**src/rtl/fwd_pkg.sv**
```systemverilog
// Shared types and constants for the forwarding scoreboard.
// slot_t.rd is sized for the widest register address any instance may use.
package fwd_pkg;
   localparam int REG_AW_MAX = 8;
   localparam int FWD_NONE   = 0;
   localparam int REG_X0     = 0;

   typedef struct packed {
      logic                  valid;
      logic [REG_AW_MAX-1:0] rd;
      logic                  is_load;
   } slot_t;
endpackage

```
**src/rtl/fwd_match.sv**
```systemverilog
// Priority search of the in-flight slots for one source register.
// The youngest (lowest index) valid writer at or above MIN_SLOT wins.
module fwd_match
   import fwd_pkg::*;
#(
   parameter int FWD_DEPTH = 2,
   parameter int REG_AW    = 5,
   parameter int MIN_SLOT  = 0,
   parameter int SEL_W     = $clog2(FWD_DEPTH + 1)
) (
   input  slot_t [FWD_DEPTH-1:0] slots_i,
   input  logic                  en_i,
   input  logic [REG_AW-1:0]     reg_i,
   output logic                  hit_o,
   output logic [SEL_W-1:0]      idx_o,
   output logic                  is_load_o
);

   always_comb begin
      hit_o     = 1'b0;
      idx_o     = '0;
      is_load_o = 1'b0;
      if (en_i && (reg_i != REG_AW'(REG_X0))) begin
         // Walk oldest to youngest so the youngest match overwrites.
         for (int k = FWD_DEPTH - 1; k >= 0; k--) begin
            if ((k >= MIN_SLOT) && slots_i[k].valid &&
                (slots_i[k].rd == REG_AW_MAX'(reg_i))) begin
               hit_o     = 1'b1;
               idx_o     = SEL_W'(k);
               is_load_o = slots_i[k].is_load;
            end
         end
      end
   end

endmodule

```
**src/rtl/fwd_scoreboard.sv**
```systemverilog
// Forwarding and hazard unit: tracks writers past EX in a shift register and
// derives EX/ID/store-data forwarding selects, the load-use stall and a stall counter.
module fwd_scoreboard
   import fwd_pkg::*;
#(
   parameter int NUM_RD_PORTS = 2,
   parameter int FWD_DEPTH    = 2,
   parameter int REG_AW       = 5,
   parameter int LOAD_LAT     = 1,
   parameter int SEL_W        = $clog2(FWD_DEPTH + 1)
) (
   input  logic                           clk,
   input  logic                           rst,
   input  logic                           hold_i,
   input  logic                           flush_i,
   input  logic                           iss_valid_i,
   input  logic [REG_AW-1:0]              iss_rd_i,
   input  logic                           iss_is_load_i,
   input  logic [NUM_RD_PORTS*REG_AW-1:0] ex_rs_i,
   input  logic [NUM_RD_PORTS-1:0]        ex_rs_use_i,
   input  logic [NUM_RD_PORTS*REG_AW-1:0] id_rs_i,
   input  logic [NUM_RD_PORTS-1:0]        id_rs_use_i,
   input  logic                           id_branch_i,
   input  logic                           mem_store_i,
   input  logic [REG_AW-1:0]              mem_store_rs2_i,
   output logic [NUM_RD_PORTS*SEL_W-1:0]  ex_fwd_sel_o,
   output logic [NUM_RD_PORTS*SEL_W-1:0]  id_fwd_sel_o,
   output logic [SEL_W-1:0]               mem_fwd_sel_o,
   output logic                           stall_o,
   output logic [31:0]                    stall_cnt_o
);

   slot_t [FWD_DEPTH-1:0]   slot_q, slot_d;
   logic  [31:0]            stall_cnt_q, stall_cnt_d;
   logic  [NUM_RD_PORTS-1:0] stall_p;
   logic                    stall_raw;

   always_comb begin
      slot_d = slot_q;
      if (!hold_i) begin
         for (int k = FWD_DEPTH - 1; k > 0; k--) begin
            slot_d[k] = slot_q[k-1];
         end
         slot_d[0].valid   = iss_valid_i & ~flush_i & (iss_rd_i != REG_AW'(REG_X0));
         slot_d[0].rd      = REG_AW_MAX'(iss_rd_i);
         slot_d[0].is_load = iss_is_load_i;
      end
   end

   always_comb begin
      stall_cnt_d = stall_cnt_q;
      if (stall_o && !hold_i && (stall_cnt_q != 32'hFFFF_FFFF)) begin
         stall_cnt_d = stall_cnt_q + 32'd1;
      end
   end

   always_ff @(posedge clk or posedge rst) begin
      if (rst) begin
         slot_q      <= '0;
         stall_cnt_q <= '0;
      end else begin
         slot_q      <= slot_d;
         stall_cnt_q <= stall_cnt_d;
      end
   end

   for (genvar p = 0; p < NUM_RD_PORTS; p++) begin : g_port
      logic              ex_hit, id_hit, id_ld, iss_match;
      logic              ex_ld_unused;
      logic [SEL_W-1:0]  ex_idx, id_idx;
      logic [REG_AW-1:0] id_r;

      assign id_r = id_rs_i[p*REG_AW +: REG_AW];

      fwd_match #(.FWD_DEPTH(FWD_DEPTH), .REG_AW(REG_AW), .MIN_SLOT(0), .SEL_W(SEL_W)) u_ex (
         .slots_i   (slot_q),
         .en_i      (ex_rs_use_i[p]),
         .reg_i     (ex_rs_i[p*REG_AW +: REG_AW]),
         .hit_o     (ex_hit),
         .idx_o     (ex_idx),
         .is_load_o (ex_ld_unused)
      );

      fwd_match #(.FWD_DEPTH(FWD_DEPTH), .REG_AW(REG_AW), .MIN_SLOT(0), .SEL_W(SEL_W)) u_id (
         .slots_i   (slot_q),
         .en_i      (1'b1),
         .reg_i     (id_r),
         .hit_o     (id_hit),
         .idx_o     (id_idx),
         .is_load_o (id_ld)
      );

      assign iss_match = iss_valid_i & ~flush_i & (iss_rd_i == id_r) &
                         (id_r != REG_AW'(REG_X0));

      // The ID/EX producer becomes slot 0 next cycle, so it shadows every slot match.
      assign stall_p[p] = id_rs_use_i[p] &
         (iss_match ? (id_branch_i | (iss_is_load_i & (LOAD_LAT > 0)))
                    : (id_hit & id_ld & (id_branch_i ? (int'(id_idx) < LOAD_LAT)
                                                     : (int'(id_idx) + 1 < LOAD_LAT))));

      assign ex_fwd_sel_o[p*SEL_W +: SEL_W] = ex_hit ? (ex_idx + SEL_W'(1)) : SEL_W'(FWD_NONE);
      assign id_fwd_sel_o[p*SEL_W +: SEL_W] = (id_branch_i && id_hit) ? (id_idx + SEL_W'(1))
                                                                      : SEL_W'(FWD_NONE);
   end

   logic             mem_hit, mem_ld_unused;
   logic [SEL_W-1:0] mem_idx;

   fwd_match #(.FWD_DEPTH(FWD_DEPTH), .REG_AW(REG_AW), .MIN_SLOT(1), .SEL_W(SEL_W)) u_mem (
      .slots_i   (slot_q),
      .en_i      (mem_store_i),
      .reg_i     (mem_store_rs2_i),
      .hit_o     (mem_hit),
      .idx_o     (mem_idx),
      .is_load_o (mem_ld_unused)
   );

   assign mem_fwd_sel_o = mem_hit ? (mem_idx + SEL_W'(1)) : SEL_W'(FWD_NONE);

   // Gate by rst so an issue-side hazard cannot hold stall high during reset.
   assign stall_raw   = |stall_p;
   assign stall_o     = stall_raw & ~rst;
   assign stall_cnt_o = stall_cnt_q;

endmodule

```
**config.mk**
```make
export PLATFORM = sky130hd
export DESIGN_NAME = fwd_scoreboard
export DESIGN_NICKNAME = d
export VERILOG_FILES = /design/src/rtl/fwd_pkg.sv /design/src/rtl/fwd_match.sv /design/src/rtl/fwd_scoreboard.sv
export SDC_FILE = /design/constraint.sdc
export NUM_CORES = 1
export LEC_CHECK = 0
export ABC_AREA = 0
export CAP_MARGIN = 20
export CORE_MARGIN = 2
export CORE_UTILIZATION = 32
export CTS_CLUSTER_DIAMETER = 150
export DETAILED_ROUTE_END_ITERATION = 10
export MAX_ROUTING_LAYER = met4
export PLACE_DENSITY = 0.62
export SLEW_MARGIN = 20
export SYNTH_ARGS = -nofsm -noshare
export SYNTH_HDL_FRONTEND = slang
export SYNTH_SLANG_ARGS = --single-unit
```
**constraint.sdc**
```tcl
create_clock -name clk -period 3 [get_ports clk]
set_clock_uncertainty 0.2 [all_clocks]
set_input_delay 0.3 -clock clk [delete_from_list [all_inputs] [get_ports clk]]
set_output_delay 0.3 -clock clk [all_outputs]
set_load 0.05 [all_outputs]
```
==> results of run 1 <==
==> power by group <==
| group | internal [mW] | switching, mW | total, mW |
|---|---|---|---|
| Clock | 0.272 | 0.202 | 0.473 |
| Combinational | 0.153 | 0.121 | 0.273 |
| Sequential | 0.628 | 0.0568 | 0.685 |
==> sequential cells by signal (all words and copies together), names as in the netlist <==
signal / flops
stall_cnt_o: 32
slot_q: 13
==> critical path: stages (launching register included) <==
cell and delay [ns]:
dfrtp_1 0.51, xor2_1 0.21, nor4_1 0.26, nand3_1 0.13
nor2_1 0.11, clkdlybuf4s50_1 0.81
==> metal layers <==
| layer | wire [µm] | GRT usage [%] | share of wire, % | vias to the layer above |
|---|---|---|---|---|
| met1 | 3250 | 21.0 | 44 | 1125 |
| li1 | - | - | - | 1166 |
| met2 | 3630 | 27.3 | 50 | 75 |
| met3 | 370 | 2.27 | 5.0 | 7 |
| met4 | 72 | 3.48 | 0.98 | 0 |
| met5 | 0 | - | 0 | - |
==> kinds of logic after synthesis <==
family                     Yosys count
AOI/OAI and AO/OA                   11
xor gates and xnor gates            85
adders and majority gates            1
buffers and inverters               22
DFF                                 45
muxes                               13
other                                1
and+or+nand+nor                    106
==> final cells by class <==
type                            instances  area (µm²)  share of cell area (%)
Clock buffer                            7        86.3                    2.13
Clock inverter                          1        30.0                   0.741
Inverter                                4        18.8                   0.463
Multi-Input combinational cell        217        1640                    40.4
Sequential cell                        45        1130                    27.8
Tap cell                              108         135                    3.34
Timing Repair Buffer                  101        1020                    25.1
==> cell usage in the layout (no fill, tap or decap), types with 2 or more instances in the layout <==
master,instances
nor3b_1,4
nor4_1,10
and2_1,2
o2111ai_1,2
inv_1,3
nand3_1,16
xor2_2,2
dfrtp_1,45
and4_4,3
clkdlybuf4s50_1,74
or4_1,4
buf_4,21
nor3_1,5
nand4_1,15
clkbuf_8,6
and4_1,3
nor2_1,10
and3_1,12
nand3_2,2
nand2_1,16
mux2_2,13
xnor2_1,45
xor2_1,38
o21ai_0,4
buf_12,6
==> Yosys cell counts, types with 5 or more instances <==
cell type and count:
nor2_1 10, and3_1 12, nand3_1 16, nand2_1 16
nand4_1 15, mux2_2 13, dfrtp_1 45, nor3_1 5
clkbuf_1 11, xnor2_1 45, nor4_1 10, xor2_1 38
==> path summary, 6_finish.rpt <==
kind                                    to  slack [ns]       startpoint  depth (start not counted)
max                        ex_fwd_sel_o[2]        0.18        slot_q[5]                          5
min                              slot_q[9]        0.18              rst                          3
max reg2reg                 stall_cnt_o[1]        0.32        slot_q[5]                          7
min reg2reg                stall_cnt_o[30]        0.30  stall_cnt_o[30]                          1
max in group asynchronous  stall_cnt_o[29]        1.72              rst                          4
min in group clk           stall_cnt_o[30]        0.30  stall_cnt_o[30]                          1
==> metrics by stage <==
stage | cells | hold WS [ns] | setup slack (ns) | instance area, µm²
2_1_floorplan | 284 | 0.123 | 0.283 | 2880
3_3_place_gp | 475 | 0.285 | 0.0590 | 3930
3_5_place_dp | 475 | 0.283 | 0.0627 | 3930
4_1_cts | 483 | 0.174 | 0.149 | 4050
5_1_grt | 483 | 0.180 | 0.0729 | 4050
6_report | 483 | 0.175 | 0.180 | 4050
==> metrics.json, run 1 <==
{
  "synthesis": {
    "postSynthCellCount": 284,
    "synth_seq_area_share_pct": 39.2,
    "synthesis.yosys.warnings": 0,
    "synth_top_family_by_area": "XOR/XNOR gates",
    "synth_flop_cell": "dfrtp_1",
    "ys_ff_latch": 45,
    "yosysTopAreaCellShare_pct": 39.2,
    "netlist_area_mm2": 0.00287,
    "net_count_after_synthesis": 327,
    "synth_enable_flop_cells": 0,
    "yosys.area_share.adder_pct": 0.436,
    "post_synth_xor_area_fraction_pct": 26.4,
    "syn_area_per_cell_um2": 10.1,
    "synth_area_leader_cell": "dfrtp_1",
    "netlist-cell-type-count": 36,
    "synth_compound_gate_area_share_pct": 3.31,
    "yosys.area_share.simple_pct": 21.5,
    "async_reset_ff_share_pct": 100,
    "synth_top_cells_by_area": "dfrtp_1, xnor2_1, xor2_1",
    "synth_mux_area_share_pct": 5.10
  },
  "global_route": {
    "via_count_of_the_first_global_routing_pass": 2441,
    "gr-total-overflow": 0,
    "antenna_found_initial": 0,
    "maximum_number_of_pins_on_one_net_before_global_route_repair": 42,
    "grt_pass1_wl_mm": 12.4,
    "grt_util_all_layers_pct": 16.3
  },
  "clock_tree": {
    "numCtsBuffers": 5,
    "cts_resized": 0,
    "cts_sinks": 45,
    "cts_hold_buf": 0,
    "clock_insertion_delay_worst_skew_ns": 0.30,
    "cts_tree": "built",
    "clk_root_buffer_cell": "clkbuf_8",
    "largest_buffer_count_on_any_clock_path": 2,
    "cts_setup_buffers": 0,
    "h-tree-depth": 2,
    "cts.clk_slew.worst_paths_ns": 0.08
  },
  "flow_run": {
    "max_cap_violations": 0
  },
  "layout": {
    "drive_gt1_share_pct": 15.2,
    "syn_to_final_growth_pct": 41.0,
    "finalCoreUtilization_pct": 46.4,
    "diode_count": 0,
    "final.fill_count": 821,
    "nNetsFinal": 417
  },
  "route": {
    "dr_total_vias": 2373,
    "detail_route.drc_violations": 0,
    "wl_per_instance_um": 15.2,
    "drt_iter0_drc": 94,
    "drtAntennaViolNets": 0,
    "vias_per_cell": 4.91,
    "drt_wl_total_mm": 7.33,
    "number_of_iterations_in_the_first_detailed_routing_pass": 4
  },
  "critical_path": {
    "arrival_ns": 2.32,
    "criticalPathCategory": "reg -> out",
    "critPathCaptureType": "output port",
    "crit_path_start_kind": "flip-flop",
    "worst-endpoint-required_ns": 2.50,
    "critical_path.max_fanout": 6
  },
  "floorplanning": {
    "total_die_area_mm2": 0.00975,
    "fp.coreArea_mm2": 0.00872,
    "floorplan.initialDensity_pct": 32.9,
    "die_y_um": 98.8,
    "placementRows": 34,
    "num_io_pins": 85,
    "floorplan.die.width_um": 98.8
  },
  "pwr": {
    "power_per_cell_area_mw_per_mm2": 353,
    "static-leakage-power_nw": 1.68,
    "fin_total_pwr_mw": 1.43,
    "vdd_drop_max_mv": 0.172
  },
  "sta": {
    "layout_worst_path_cycle_share_pct": 94.0,
    "relSlewSlack_pct": 64.1,
    "setup_viol": 0,
    "worst_slew_pin_slew_ns": 0.535,
    "fin_setup_tns_ns": 0,
    "drv_slew": 0,
    "period_needed_ns": 2.82,
    "finalHoldViolations": 0,
    "fmax_ghz": 0.355,
    "rsz_0062_raised_after_global_routing": "false"
  },
  "placement": {
    "gp_routability_congestion": 0.847,
    "io_buffer_count": 83,
    "dpl.hpwl_mm": 5.74
  },
  "run_status": {
    "run_status": "completed"
  },
  "hold_path": {
    "hold_path_class": "in -> async"
  }
}
Power figures use the tool's default switching activity.
==> run 2, diff against run 1 <==
--- a/config.mk
+++ b/config.mk
@@ -13,7 +13,6 @@
 export DETAILED_ROUTE_END_ITERATION = 10
 export MAX_ROUTING_LAYER = met4
 export PLACE_DENSITY = 0.62
-export SLEW_MARGIN = 20
 export SYNTH_ARGS = -nofsm -noshare
 export SYNTH_HDL_FRONTEND = slang
 export SYNTH_SLANG_ARGS = --single-unit
==> results of run 2 <==
Final layout, timing and power as in run 1 (identical DEF).
==> patch (flow settings as in run 1) <==
Set the parameter `NUM_RD_PORTS` to 1 (it was 2).
--- a/src/rtl/fwd_scoreboard.sv
+++ b/src/rtl/fwd_scoreboard.sv
@@ -3,7 +3,7 @@
 module fwd_scoreboard
    import fwd_pkg::*;
 #(
-   parameter int NUM_RD_PORTS = 2,
+   parameter int NUM_RD_PORTS = 1,
    parameter int FWD_DEPTH    = 2,
    parameter int REG_AW       = 5,
    parameter int LOAD_LAT     = 1,
Ports: changed (6 resized); port bits go from 85 to 69. The function was not compared with the original's and may differ.
==> patch against run 1 <==
  * Routed wire length is 16% lower
  * Setup slack better by 0.021 ns
  * Design area is 14% lower
  * Global-route usage is 0.78 points lower
  * Total power is 15% lower
  * Sequential cell count stayed put
  * Area after synthesis is 11% lower
  * Largest cell class unchanged
  * Highest routed layer unchanged
==> patch: results (changes against run 1) <==
\begin{tabular}{lr}
\hline
Metric & Value \\
\hline
\multicolumn{2}{l}{\textbf{Layout}} \\
\quad Area occupied by multi-input gates & 0.00137 mm\^{}2 (was 0.00164 mm\^{}2) \\
\quad Filler cell count & 725 (was 821) \\
\multicolumn{2}{l}{\textbf{Timing}} \\
\quad Period utilisation layout & 93.3\% (was 94.0\%) \\
\quad Worst relative slew slack & 61.3\% (was 64.1\%) \\
\multicolumn{2}{l}{\textbf{Placement}} \\
\quad GPL Wtd Cong & 0.872 (was 0.847) \\
\quad Worst setup slack after placement & 0.199 ns (was 0.0627 ns) \\
\quad Detailed Place HPWL & 4690 um (was 5740 um) \\
\quad Total of buffers placed on input and output ports & 67 (was 83) \\
\quad Cell count after placement & 423 (was 475) \\
\multicolumn{2}{l}{\textbf{Power}} \\
\quad Lkg Pwr & 1.50 nW (was 1.68 nW) \\
\quad Cell internal power dissipation & 0.892 mW (was 1.05 mW) \\
\multicolumn{2}{l}{\textbf{Setup path}} \\
\quad Slowest stage delay, CP & 0.70 ns (was 0.81 ns) \\
\quad Capturing point of the worst reg2reg path & stall\_cnt\_o[31]\$\_DFFE\_PP0P\_ (was stall\_cnt\_o[1]\$\_DFFE\_PP0P\_) \\
\quad Number of cells on the worst reg-to-reg path & 6 (was 7) \\
\quad Critical path fanouts, max & 3 (was 6) \\
\quad Reg-to-reg slack, setup & 0.69 ns (was 0.32 ns) \\
\multicolumn{2}{l}{\textbf{Logic synthesis}} \\
\quad Syn Nets & 282 (was 327) \\
\quad Synthesized area per cell & 10.2 um\^{}2 (was 10.1 um\^{}2) \\
\quad Most numerous cell types in the synthesized netlist & sky130\_fd\_sc\_hd\_\_dfrtp\_1 (45), sky130\_fd\_sc\_hd\_\_xor2\_1 (43), sky130\_fd\_sc\_hd\_\_nor2\_1 (22) (was sky130\_fd\_sc\_hd\_\_dfrtp\_1 (45), sky130\_fd\_sc\_hd\_\_xnor2\_1 (45), sky130\_fd\_sc\_hd\_\_xor2\_1 (38)) \\
\quad Netlist cell types & 39 (was 36) \\
\multicolumn{2}{l}{\textbf{Min path}} \\
\quad Worst min-delay path class & register to register (was input port to asynchronous set/reset pin) \\
\multicolumn{2}{l}{\textbf{Drt}} \\
\quad Routed via count divided by cell count & 4.82 (was 4.91) \\
\quad Total number of vias & 2079 (was 2373) \\
\quad Routed WL & 6140 um (was 7330 um) \\
\multicolumn{2}{l}{\textbf{GRT}} \\
\quad GR Util All Layers & 15.5\% (was 16.3\%) \\
\quad Global-route wire length before repair & 10600 um (was 12400 um) \\
\quad Pin count of the biggest net entering global routing & 46 (was 42) \\
\multicolumn{2}{l}{\textbf{Outcome}} \\
\quad Run status & completed (unchanged) \\
\hline
\end{tabular}
patch: cell count changes in the layout (fill, tap and decap cells not counted), sizes merged, moves of 10 or more:
cell           delta
xnor2            -28
buf              -13
nor2             +12
clkdlybuf4s50    -11
and3             -10
patch: area by class of cell:
| class | instances | share of cell area, % |
|---|---|---|
| Sequential cell | 45 | 32.2 |
| Clock buffer | 6 | 2.08 |
| Clock inverter | 2 | 0.287 |
| Multi-Input combinational cell | 196 | 39.3 |
| Tap cell | 102 | 3.65 |
| Timing Repair Buffer | 77 | 22.1 |
| Inverter | 3 | 0.322 |
patch: critical path, delay by kind of cell:
family                 cells  cell delay, ns
AOI/OAI and AO/OA          1            0.22
buffers and inverters      2            1.16
and+or+nand+nor            2            0.61
patch: layer usage:
metal,vias up,global-route usage (%),wire length (um)
li1,1030,-,-
met1,1002,21.4,3070
met2,39,23.6,2770
met3,8,3.14,249
met4,0,3.55,58
met5,-,-,0
patch: cells by family after synthesis:
| group | Yosys count | synth area share, % |
|---|---|---|
| simple gates | 109 | 22.7 |
| xor+xnor | 60 | 20.6 |
| fa+ha+maj | 1 | 0.489 |
| buf+inv | 10 | 2.25 |
| other cells | 1 | 0.147 |
| mux | 13 | 5.87 |
| flops | 45 | 44.1 |
| compound gates | 12 | 3.97 |
patch: power by group through the flow:
stage          clock [mW]  sequential [mW]  combinational (mW)
6_report            0.372            0.663               0.178
4_1_cts             0.383            0.664               0.181
5_1_grt             0.410            0.668               0.196
3_3_place_gp            0            0.677               0.177
2_1_floorplan           0            0.667               0.103
3_5_place_dp            0            0.677               0.180
patch: worst max path at each step:
stage	end
detailed placement	ex_fwd_sel_o[0]
global placement	stall_cnt_o[1]$_DFFE_PP0P_
finish	ex_fwd_sel_o[0]
floorplan	stall_o
CTS	ex_fwd_sel_o[0]
global route	ex_fwd_sel_o[0]
